**src/rtl/reg_file_pkg.sv**
```systemverilog
// Shared types for the register file and its status-flag register.
package reg_file_pkg;

  typedef enum logic {
    SC_FROM_OUTBIT = 1'b0,
    SC_FROM_PARITY = 1'b1
  } sc_sel_t;

endpackage : reg_file_pkg

```
**src/rtl/reg_file_flag_reg.sv**
```systemverilog
// Status flags for the ALU: SC (shift/carry-in), ZeroF and ParityF.
// SC clear beats SC write; all three flags reset asynchronously.
module flag_reg
  import reg_file_pkg::*;
(
  input  logic    i_clk,
  input  logic    i_rst_n,
  input  logic    i_flag_we,
  input  logic    i_zero,
  input  logic    i_parity,
  input  logic    i_out_bit,
  input  logic    i_sc_we,
  input  sc_sel_t i_sc_sel,
  input  logic    i_sc_clr,
  output logic    o_sc,
  output logic    o_zero_f,
  output logic    o_parity_f
);

  logic r_sc;
  logic r_zero_f;
  logic r_parity_f;
  logic w_sc_src;

  assign w_sc_src = (i_sc_sel == SC_FROM_PARITY) ? i_parity : i_out_bit;

  // NOTE: state is updated with <= so every flop samples pre-edge values, independent of block order.
  always_ff @(posedge i_clk or negedge i_rst_n) begin
    if (!i_rst_n) begin
      r_sc <= 1'b0;
    end else if (i_sc_clr) begin
      r_sc <= 1'b0;
    end else if (i_sc_we) begin
      r_sc <= w_sc_src;
    end
  end

  always_ff @(posedge i_clk or negedge i_rst_n) begin
    if (!i_rst_n) begin
      r_zero_f   <= 1'b0;
      r_parity_f <= 1'b0;
    end else if (i_flag_we) begin
      r_zero_f   <= i_zero;
      r_parity_f <= i_parity;
    end
  end

  assign o_sc       = r_sc;
  assign o_zero_f   = r_zero_f;
  assign o_parity_f = r_parity_f;

`ifndef SYNTHESIS
  // OutBit is only meaningful for GETB; an X here means the controller selected it at the wrong time.
  a_out_bit_known : assert property (
    @(posedge i_clk) disable iff (!i_rst_n)
    (i_sc_we && !i_sc_clr && (i_sc_sel == SC_FROM_OUTBIT)) |-> !$isunknown(i_out_bit)
  );
`endif

endmodule : flag_reg

```
**src/rtl/reg_file.sv**
```systemverilog
// Architectural register file feeding the ALU, plus its status flags.
// Optional macro REG_FILE_BYPASS_EN forwards DataIn to a read port that matches Waddr.
module reg_file
  import reg_file_pkg::*;
#(
  parameter int W = 8,
  parameter int A = 3
) (
  input  logic         Clk,
  input  logic         Reset,
  input  logic [A-1:0] RaddrA,
  input  logic [A-1:0] RaddrB,
  output logic [W-1:0] DataOutA,
  output logic [W-1:0] DataOutB,
  input  logic         WriteEn,
  input  logic [A-1:0] Waddr,
  input  logic [W-1:0] DataIn,
  input  logic         FlagWe,
  input  logic         ZeroIn,
  input  logic         ParityIn,
  input  logic         OutBitIn,
  input  logic         ScWe,
  input  sc_sel_t      ScSel,
  input  logic         ScClr,
  output logic         SC_out,
  output logic         ZeroF,
  output logic         ParityF
);

  localparam int NUM_REGS = 2 ** A;

  logic [W-1:0] r_mem [NUM_REGS];

  // NOTE: the array is built from resettable flops (not a RAM macro) because every register must clear on reset.
  always_ff @(posedge Clk or negedge Reset) begin
    if (!Reset) begin
      for (int i = 0; i < NUM_REGS; i++) begin
        r_mem[i] <= '0;
      end
    end else if (WriteEn) begin
      r_mem[Waddr] <= DataIn;
    end
  end

  // NOTE: outputs get a default before any conditional override so no latch can be inferred.
  always_comb begin
    DataOutA = r_mem[RaddrA];
    DataOutB = r_mem[RaddrB];
`ifdef REG_FILE_BYPASS_EN
    if (WriteEn && (Waddr == RaddrA)) DataOutA = DataIn;
    if (WriteEn && (Waddr == RaddrB)) DataOutB = DataIn;
`endif
  end

  flag_reg u_flag_reg (
    .i_clk      (Clk),
    .i_rst_n    (Reset),
    .i_flag_we  (FlagWe),
    .i_zero     (ZeroIn),
    .i_parity   (ParityIn),
    .i_out_bit  (OutBitIn),
    .i_sc_we    (ScWe),
    .i_sc_sel   (ScSel),
    .i_sc_clr   (ScClr),
    .o_sc       (SC_out),
    .o_zero_f   (ZeroF),
    .o_parity_f (ParityF)
  );

endmodule : reg_file

```
**config.mk**
```make
export PLATFORM = sky130hd
export DESIGN_NAME = reg_file
export DESIGN_NICKNAME = d
export VERILOG_FILES = /design/src/rtl/reg_file_pkg.sv /design/src/rtl/reg_file_flag_reg.sv /design/src/rtl/reg_file.sv
export SDC_FILE = /design/constraint.sdc
export NUM_CORES = 1
export LEC_CHECK = 0
export CORE_ASPECT_RATIO = 1.25
export CORE_UTILIZATION = 45
export CTS_CLUSTER_DIAMETER = 150
export DETAILED_ROUTE_END_ITERATION = 8
export GPL_TIMING_DRIVEN = 0
export PLACE_DENSITY = 0.67
export SETUP_SLACK_MARGIN = 0.3
export SLEW_MARGIN = 20
export SYNTH_ARGS = -nofsm -noshare
export SYNTH_HDL_FRONTEND = slang
export SYNTH_SLANG_ARGS = --single-unit
export TNS_END_PERCENT = 20
```
**constraint.sdc**
```tcl
create_clock -name Clk -period 4.5 [get_ports Clk]
set_input_delay 0.675 -clock Clk [delete_from_list [all_inputs] [get_ports Clk]]
set_output_delay 0.675 -clock Clk [all_outputs]
set_load 0.02 [all_outputs]
```
== After elaboration in Yosys (flattened, before gate mapping) ==
Cells that the tools add are included.

* Register bits after elaboration: 67
* Output and inout bits: 19
* Word-level logic and storage cells: 32

* $lt $le $gt $ge: 4
* Mux-type cells: 12
* Bitwise gates (word level): 3
* Reduce and logical (&&, ||, !) cells: 2

{| class="wikitable"
|+ Operator list
! kind !! number
|-
| $bwmux W64 || 1
|-
| $bmux W8 S3 || 2
|-
| $mux W8 || 5
|-
| $demux W8 S3 || 1
|-
| $ge A4 B4 Y1 const B || 3
|-
| $not A3 Y4 || 3
|-
| $lt A4 B1 Y1 const B || 1
|-
| $mux W1 || 3
|-
| $reduce_bool A2 Y1 || 1
|-
| $logic_and A1 B1 Y1 || 1
|}

== Logic depth before layout (Yosys ltp) ==
Gate-level depths: netlist of run 1.

* Word-level depth: 6
* Mapped depth: 4

== Modules after synthesis ==
From an unflattened synthesis of run 1, not the netlist that was laid out.

* Cells, all modules: 209
* Area, all modules: 3663.5 um^2

{| class="wikitable"
|+ Modules (own cells, without submodules)
! module !! times used !! cells each !! area an instance (um^2)
|-
| reg_file || 1 || 201 || 3539.6
|-
| flag_reg || 1 || 8 || 123.9
|}

== Worst setup path after synthesis of run 1 ==
No wires, ideal clock.

* Path kind: in2out
* Start: input port RaddrB[0]
* End: output port DataOutB[0]
* Arrival time: 1.770 ns
* Required time: 3.825 ns
* Setup slack: 2.055 ns
* Cell stages on the path: 4
* Path through: buf_6 > buf_12 > mux4_1 > mux2_2

* Cells in the longest elaborated chain, start to end: 4

{| class="wikitable"
|+ RTL lines
! what !! line !! source
|-
| start: declaration || reg_file.sv:12 || <nowiki>input logic [A-1:0] RaddrB,</nowiki>
|-
| $not A3 Y4 (not written as such) || reg_file.sv:48 || <nowiki>DataOutB = r_mem[RaddrB];</nowiki>
|-
| $bmux W8 S3 || reg_file.sv:48 ||
|-
| $mux W8 (not written as such) (2 in a row) || reg_file.sv:48 ||
|-
| end: declaration || reg_file.sv:14 || <nowiki>output logic [W-1:0] DataOutB,</nowiki>
|}

Every way passes these cells. The select of a mux whose other input is x is not followed.

== Worst setup path in the final report of run 1 ==
* Start: input port RaddrB[2]
* End: output port DataOutB[4]

Same word-level chain as after synthesis.

==> impl_metrics.csv, run 1 <==
group,metric,value,unit
detailed_routing,ant_nets,0,
critical_path,slowest_delay,0.55,ns
timing,hold_viol,0,
global_routing,grt_pass1_wl,12300,um
place,gp_congestion,0.706,
flow_run,maxCapViolations,0,
synthesis,yosysUniqueCellTypes,16,
timing,fmax,0.292,GHz
clocking,cts_tree,"built",
critical_path,crit_required,3.83,ns
critical_path,crit_slowest_cell,"clkdlybuf4s50_1",
synthesis,muxShareOfSynthArea,48.2,%
floorplanning,die_y,103,um
floorplanning,ios,46,
synthesis,syn_avg_cell_area,17.5,um2
timing,hold_slack,0.267,ns
detailed_routing,drc,0,
worst_hold_path,hp-class,"in2async",
synthesis,synthSimpleGateAreaFrac,2.46,%
synthesis,syn-cell-area,3660,um2
floorplanning,die_x,82.6,um
floorplanning,fp-row-count,36,
critical_path,crit_buf_inv,3,
detailed_routing,totalWireLength,8020,um
detailed_routing,drt-pass1-iter-count,4,
synthesis,synthAdderAreaFrac,0,%
final_layout,fin_nets,283,
timing,finalCritPeriodShare,76.2,%
timing,slew_viol_final,0,
run_status,status,"complete, no violations",
critical_path,crit_chain,"clkbuf_1, buf_2, mux4_1, mux2_2, clkdlybuf4s50_1",
place,dpl.hpwl,5170,um
clocking,ctsResizeCount,0,
global_routing,grt_pass1_vias,2153,
synthesis,synth_seq_area_share,45.8,%
final_layout,stdcell_area,4390,um2
floorplanning,initial_utilization,46.7,%
clocking,cts.sinks,67,
timing,finalSetupViolCount,0,
synthesis,synth_nets,236,
global_routing,antenna_found_initial,0,
place,post-place-cells,340,
clocking,hold_buffers,0,
final_layout,multiInputGateArea,1860,um2
timing,fin_worst_skew,0,ns
clocking,cts_max_level,3,
power_and_ir_drop,switching_power,529,uW
power_and_ir_drop,power.density,448,nW/um2
synthesis,synth_top_family_by_area,"multiplexers",
synthesis,synth_xor_area_share,0,%
synthesis,ys_ff_latch,67,
synthesis,synth_cells,209,
final_layout,nFillCells,672,
clocking,clockBufferDepth,2,
global_routing,grtUsageTotal,21.2,%
synthesis,yosysWarnings,0,
critical_path,critical_path_class,"in2out",
final_layout,instances_no_fill,356,
detailed_routing,drtIter0Drc,74,
final_layout,diodes,0,
critical_path,start_kind,"input port",
timing,tightestPinTransition,0.780,ns
critical_path,cp-end-kind,"output pin",
detailed_routing,viasPerCell,6.02,
detailed_routing,vias,2143,
clocking,clock_latency,0.34,ns
final_layout,drive_gt1_share,44.4,%
power_and_ir_drop,seqPwrFrac,41.4,%
global_routing,grt_overflow,0,
final_layout,area_delta_synth_final,20.1,%
place,portBuffers,35,
power_and_ir_drop,p_int,1.44,mW
clocking,cts.clk_slew.worst_paths,0.08,ns
power_and_ir_drop,leakage,1.85,nW
floorplanning,core,7840,um2
timing,setup_tns,0,ns
place,dpl_cell_area,4150,um2
final_layout,ff_latch_area,1680,um2
critical_path,crit_path_max_fanout,10,
critical_path,r2r-start,"r_mem[58]",
clocking,clockRootBuffer,"clkbuf_8",
critical_path,arrival,2.75,ns
synthesis,synth_compound_area_share,0.205,%
timing,relSlewSlack,47.8,%
clocking,numCtsBuffers,9,
timing,fin_crit,3.43,ns
power_and_ir_drop,pwr-share-comb,26.7,%
critical_path,crit_family,"buffers and inverters",
power_and_ir_drop,p_clk_share,31.9,%
clocking,cts_setup_buffers,0,
power_and_ir_drop,peakVddDrop,273,uV
detailed_routing,wire_per_inst,22.5,um
floorplanning,die_area,8500,um2
global_routing,grt_max_degree,35,
power_and_ir_drop,swShare,26.9,%
critical_path,crit_start,"RaddrB[2]",
timing,rsz0062_at_grt,"false",
==> power groups by stage <==
stage | registers (mW) | clock network [mW] | logic (mW)
final | 0.814 | 0.628 | 0.526
after detailed placement | 0.826 | 0 | 0.532
after floorplan | 0.797 | 0 | 0.365
after CTS | 0.813 | 0.631 | 0.534
after global placement | 0.814 | 0 | 0.520
after global routing | 0.834 | 0.663 | 0.564
==> metrics by stage <==
stage	utilization (%)	worst slack (ns)	total power [mW]
3_3_place_gp	52.7	0.490	1.33
5_1_grt	56.1	1.05	2.06
3_5_place_dp	52.9	1.11	1.36
4_1_cts	56.1	1.10	1.98
2_1_floorplan	-	2.05	1.16
6_report	56.1	1.07	1.97
==> metal layers <==
| metal | part of all wire, % | up-vias | GRT usage (%) |
|---|---|---|---|
| met5 | 0 | - | 0 |
| met4 | 2.3 | 0 | 8.89 |
| met3 | 4.3 | 15 | 3.72 |
| met2 | 49 | 63 | 33.0 |
| met1 | 44 | 1109 | 29.3 |
| li1 | - | 956 | - |
==> layout make-up <==
type | count | share of cell area [%]
Multi-Input combinational cell | 125 | 42.4
Timing Repair Buffer | 36 | 8.37
Buffer | 17 | 2.76
Clock buffer | 9 | 2.82
Clock inverter | 7 | 2.82
Tap cell | 95 | 2.71
Sequential cell | 67 | 38.2
==> cells by family after synthesis <==
kind of cell,Yosys count
AO/OA/AOI/OAI,1
flip-flops,67
AND/OR/NAND/NOR,9
multiplexers,115
buffers and inverters,17
==> cells in the mapped netlist <==
cell type	n	area share [%]
nor4bb_1	3	0.82
a211oi_1	1	0.21
nand4_1	1	0.17
mux2_2	82	25
mux4_1	29	21
clkbuf_1	3	0.31
mux4_2	3	1.8
dfrtp_1	67	46
nor4b_4	1	0.65
buf_2	8	1.1
nor2_1	1	0.10
buf_12	2	1.1
nand4b_1	3	0.72
mux2i_1	1	0.27
buf_1	2	0.21
buf_6	2	0.62
==> worst paths after layout <==
| path | end | slack, ns | depth (start not counted) |
|---|---|---|---|
| worst max-delay path | DataOutB[4] | 1.07 | 5 |
| worst min-delay path | r_mem[10] | 0.27 | 1 |
| worst max register to register | r_mem[58] | 3.70 | 1 |
| worst min register to register | u_flag_reg.o_zero_f | 0.51 | 1 |
| max in group asynchronous | r_mem[0] | 3.68 | 2 |
| min in group Clk | u_flag_reg.o_zero_f | 0.51 | 1 |
==> state kept, by name, summed over array words and instances, names as in the netlist <==
signal and count:
u_flag_reg.o_sc 1, u_flag_reg.o_parity_f 1, r_mem 64, u_flag_reg.o_zero_f 1
==> placed cells by master, fill, tap and decap left out <==
| cell | Yosys | final |
|---|---|---|
| a211oi_1 | 1 | 1 |
| buf_1 | 2 | 2 |
| buf_12 | 2 | 3 |
| buf_2 | 8 | 8 |
| buf_4 | 0 | 1 |
| buf_6 | 2 | 2 |
| bufinv_16 | 0 | 3 |
| clkbuf_1 | 3 | 3 |
| clkbuf_8 | 0 | 9 |
| clkdlybuf4s50_1 | 0 | 34 |
| clkinv_4 | 0 | 1 |
| clkinvlp_4 | 0 | 1 |
| dfrtp_1 | 67 | 67 |
| inv_6 | 0 | 2 |
| mux2_2 | 82 | 82 |
| mux2i_1 | 1 | 1 |
| mux4_1 | 29 | 29 |
| mux4_2 | 3 | 3 |
| nand4_1 | 1 | 1 |
| nand4b_1 | 3 | 3 |
| nor2_1 | 1 | 1 |
| nor4b_4 | 1 | 1 |
| nor4bb_1 | 3 | 3 |
(Power assumes the default switching activity.)
==> run 2: changes to the inputs <==
Clock period 4.5 ns to 3.2 ns, I/O delays scaled along.
==> run 2 against run 1 <==
Effect of this change: clock power rose by 40%; utilization barely moved; via count fell by 1.1%; sequential share of layout area barely moved; cell count did not move; critical path type unchanged; largest power group unchanged.
==> impl_metrics.csv, run 2 (synthesized netlist as in run 1, its figures left out) <==
group,metric,value,unit
clocking,clockRootBuffer,"clkbuf_8",
global_routing,grt_max_degree,35,
detailed_routing,wire_per_inst,22.4,um
clocking,cts.clk_slew.worst_paths,0.08,ns
run_status,status,"complete, no violations",
timing,finalCritPeriodShare,86.5,%
worst_hold_path,hp-class,"in2async",
timing,hold_viol,0,
place,gp_congestion,0.706,
clocking,ctsResizeCount,1,
critical_path,slowest_delay,0.55,ns
power_and_ir_drop,peakVddDrop,387,uV
detailed_routing,drc,0,
final_layout,layout_commonest_cell,"mux2_2",
critical_path,worst-path-stages,5,
detailed_routing,vias,2119,
power_and_ir_drop,pwr-share-comb,26.8,%
critical_path,crit_required,2.72,ns
power_and_ir_drop,switching_power,740,uW
detailed_routing,viasPerCell,5.95,
final_layout,multiInputGateArea,1860,um2
floorplanning,die_area,8500,um2
final_layout,largest_register_ffs,64,
critical_path,start_kind,"input port",
place,post-place-cells,340,
floorplanning,ios,46,
final_layout,instances_no_fill,356,
detailed_routing,drt-pass1-iter-count,4,
timing,relSlewSlack,47.5,%
clocking,hold_buffers,0,
timing,fin_crit,2.77,ns
critical_path,critical_path_class,"in2out",
power_and_ir_drop,p_clk_share,31.8,%
critical_path,crit_path_max_fanout,10,
global_routing,antenna_found_initial,0,
critical_path,rrSetupSlack,2.40,ns
final_layout,layout_common_cells,"82 x mux2_2, 67 x dfrtp_1, 34 x clkdlybuf4s50_1",
final_layout,fin_nets,283,
power_and_ir_drop,seqPwrFrac,41.4,%
final_layout,area_delta_synth_final,20.1,%
critical_path,crit_slowest_cell,"clkdlybuf4s50_1",
power_and_ir_drop,power.density,629,nW/um2
timing,finalSetupViolCount,0,
final_layout,drive_gt1_share,45.2,%
critical_path,arrival,2.29,ns
critical_path,crit_buf_inv,3,
critical_path,cp-end-kind,"output pin",
timing,hold_slack,0.0760,ns
power_and_ir_drop,total_power,2.76,mW
critical_path,crit_chain,"clkbuf_2, buf_2, mux4_1, mux2_2, clkdlybuf4s50_1",
floorplanning,die_y,103,um
clocking,clock_latency,0.34,ns
timing,fin_worst_skew,0,ns
final_layout,nFillCells,672,
global_routing,grt_pass1_vias,2154,
critical_path,reg2reg_depth,1,
power_and_ir_drop,p_int,2.02,mW
floorplanning,initial_utilization,46.7,%
clocking,numCtsBuffers,9,
timing,rsz0062_at_grt,"false",
final_layout,diodes,0,
place,dpl.hpwl,5170,um
place,portBuffers,35,
clocking,cts_tree,"built",
floorplanning,fp-row-count,36,
final_layout,top_register,"r_mem",
global_routing,grt_overflow,0,
flow_run,maxCapViolations,0,
detailed_routing,totalWireLength,7980,um
detailed_routing,drtIter0Drc,81,
global_routing,grtUsageTotal,21.2,%
final_layout,ff_latch_area,1680,um2
global_routing,grt_pass1_wl,12300,um
detailed_routing,ant_nets,0,
floorplanning,core,7840,um2
critical_path,crit_family,"buffers and inverters",
timing,slew_viol_final,0,
timing,tightestPinTransition,0.784,ns
clocking,cts.sinks,67,
power_and_ir_drop,swShare,26.8,%
clocking,cts_setup_buffers,0,
power_and_ir_drop,leakage,1.86,nW
timing,fmax,0.361,GHz
clocking,cts_max_level,3,
clocking,clockBufferDepth,2,
floorplanning,die_x,82.6,um
## run 2: cell types whose count changed in the layout (fill, tap and decap cells not counted)
cell | before | now
clkbuf_1 | 3 | 1
clkbuf_2 | 0 | 2
## run 2: layout make-up
class / count / share of cell area, %
flip-flops and latches: 67 / 38.1
plain buffers: 17 / 2.82
clock inverters: 7 / 2.82
well taps: 95 / 2.70
multi-input cells: 125 / 42.3
clock buffers: 9 / 2.82
repair buffers: 36 / 8.37
## run 2: routing by layer
metal / up-vias / wire length (um) / track usage, %
li1: 959 / - / -
met1: 1099 / 3660 / 29.3
met2: 48 / 3920 / 33.0
met3: 13 / 237 / 3.72
met4: 0 / 166 / 8.89
met5: - / 0 / 0
## run 2: power groups by stage
| stage | Sequential, mW | Clock (mW) | Combinational (mW) |
|---|---|---|---|
| 6_report | 1.14 | 0.880 | 0.740 |
| 5_1_grt | 1.17 | 0.933 | 0.793 |
| 4_1_cts | 1.14 | 0.887 | 0.751 |
| 3_5_place_dp | 1.16 | 0 | 0.748 |
| 3_3_place_gp | 1.15 | 0 | 0.731 |
| 2_1_floorplan | 1.12 | 0 | 0.513 |
## run 2: path summary, 6_finish.rpt
kind,startpoint,endpoint
setup / recovery,RaddrB[2],DataOutB[4]
hold / removal,Reset,r_mem[10]
setup reg to reg,r_mem[58],r_mem[58]
hold reg to reg,u_flag_reg.o_zero_f,u_flag_reg.o_zero_f
max in group asynchronous,Reset,r_mem[0]
min in group Clk,u_flag_reg.o_zero_f,u_flag_reg.o_zero_f
## run 2: per-stage QoR
stage	util (%)	area, um2	setup TNS [ns]	setup slack, ns
2_1_floorplan	-	3660	0	1.14
3_3_place_gp	52.7	4130	-40.98	-0.615
4_1_cts	56.1	4390	0	0.239
6_report	56.1	4400	0	0.433
5_1_grt	56.1	4400	0	0.394
3_5_place_dp	52.9	4150	0	0.198
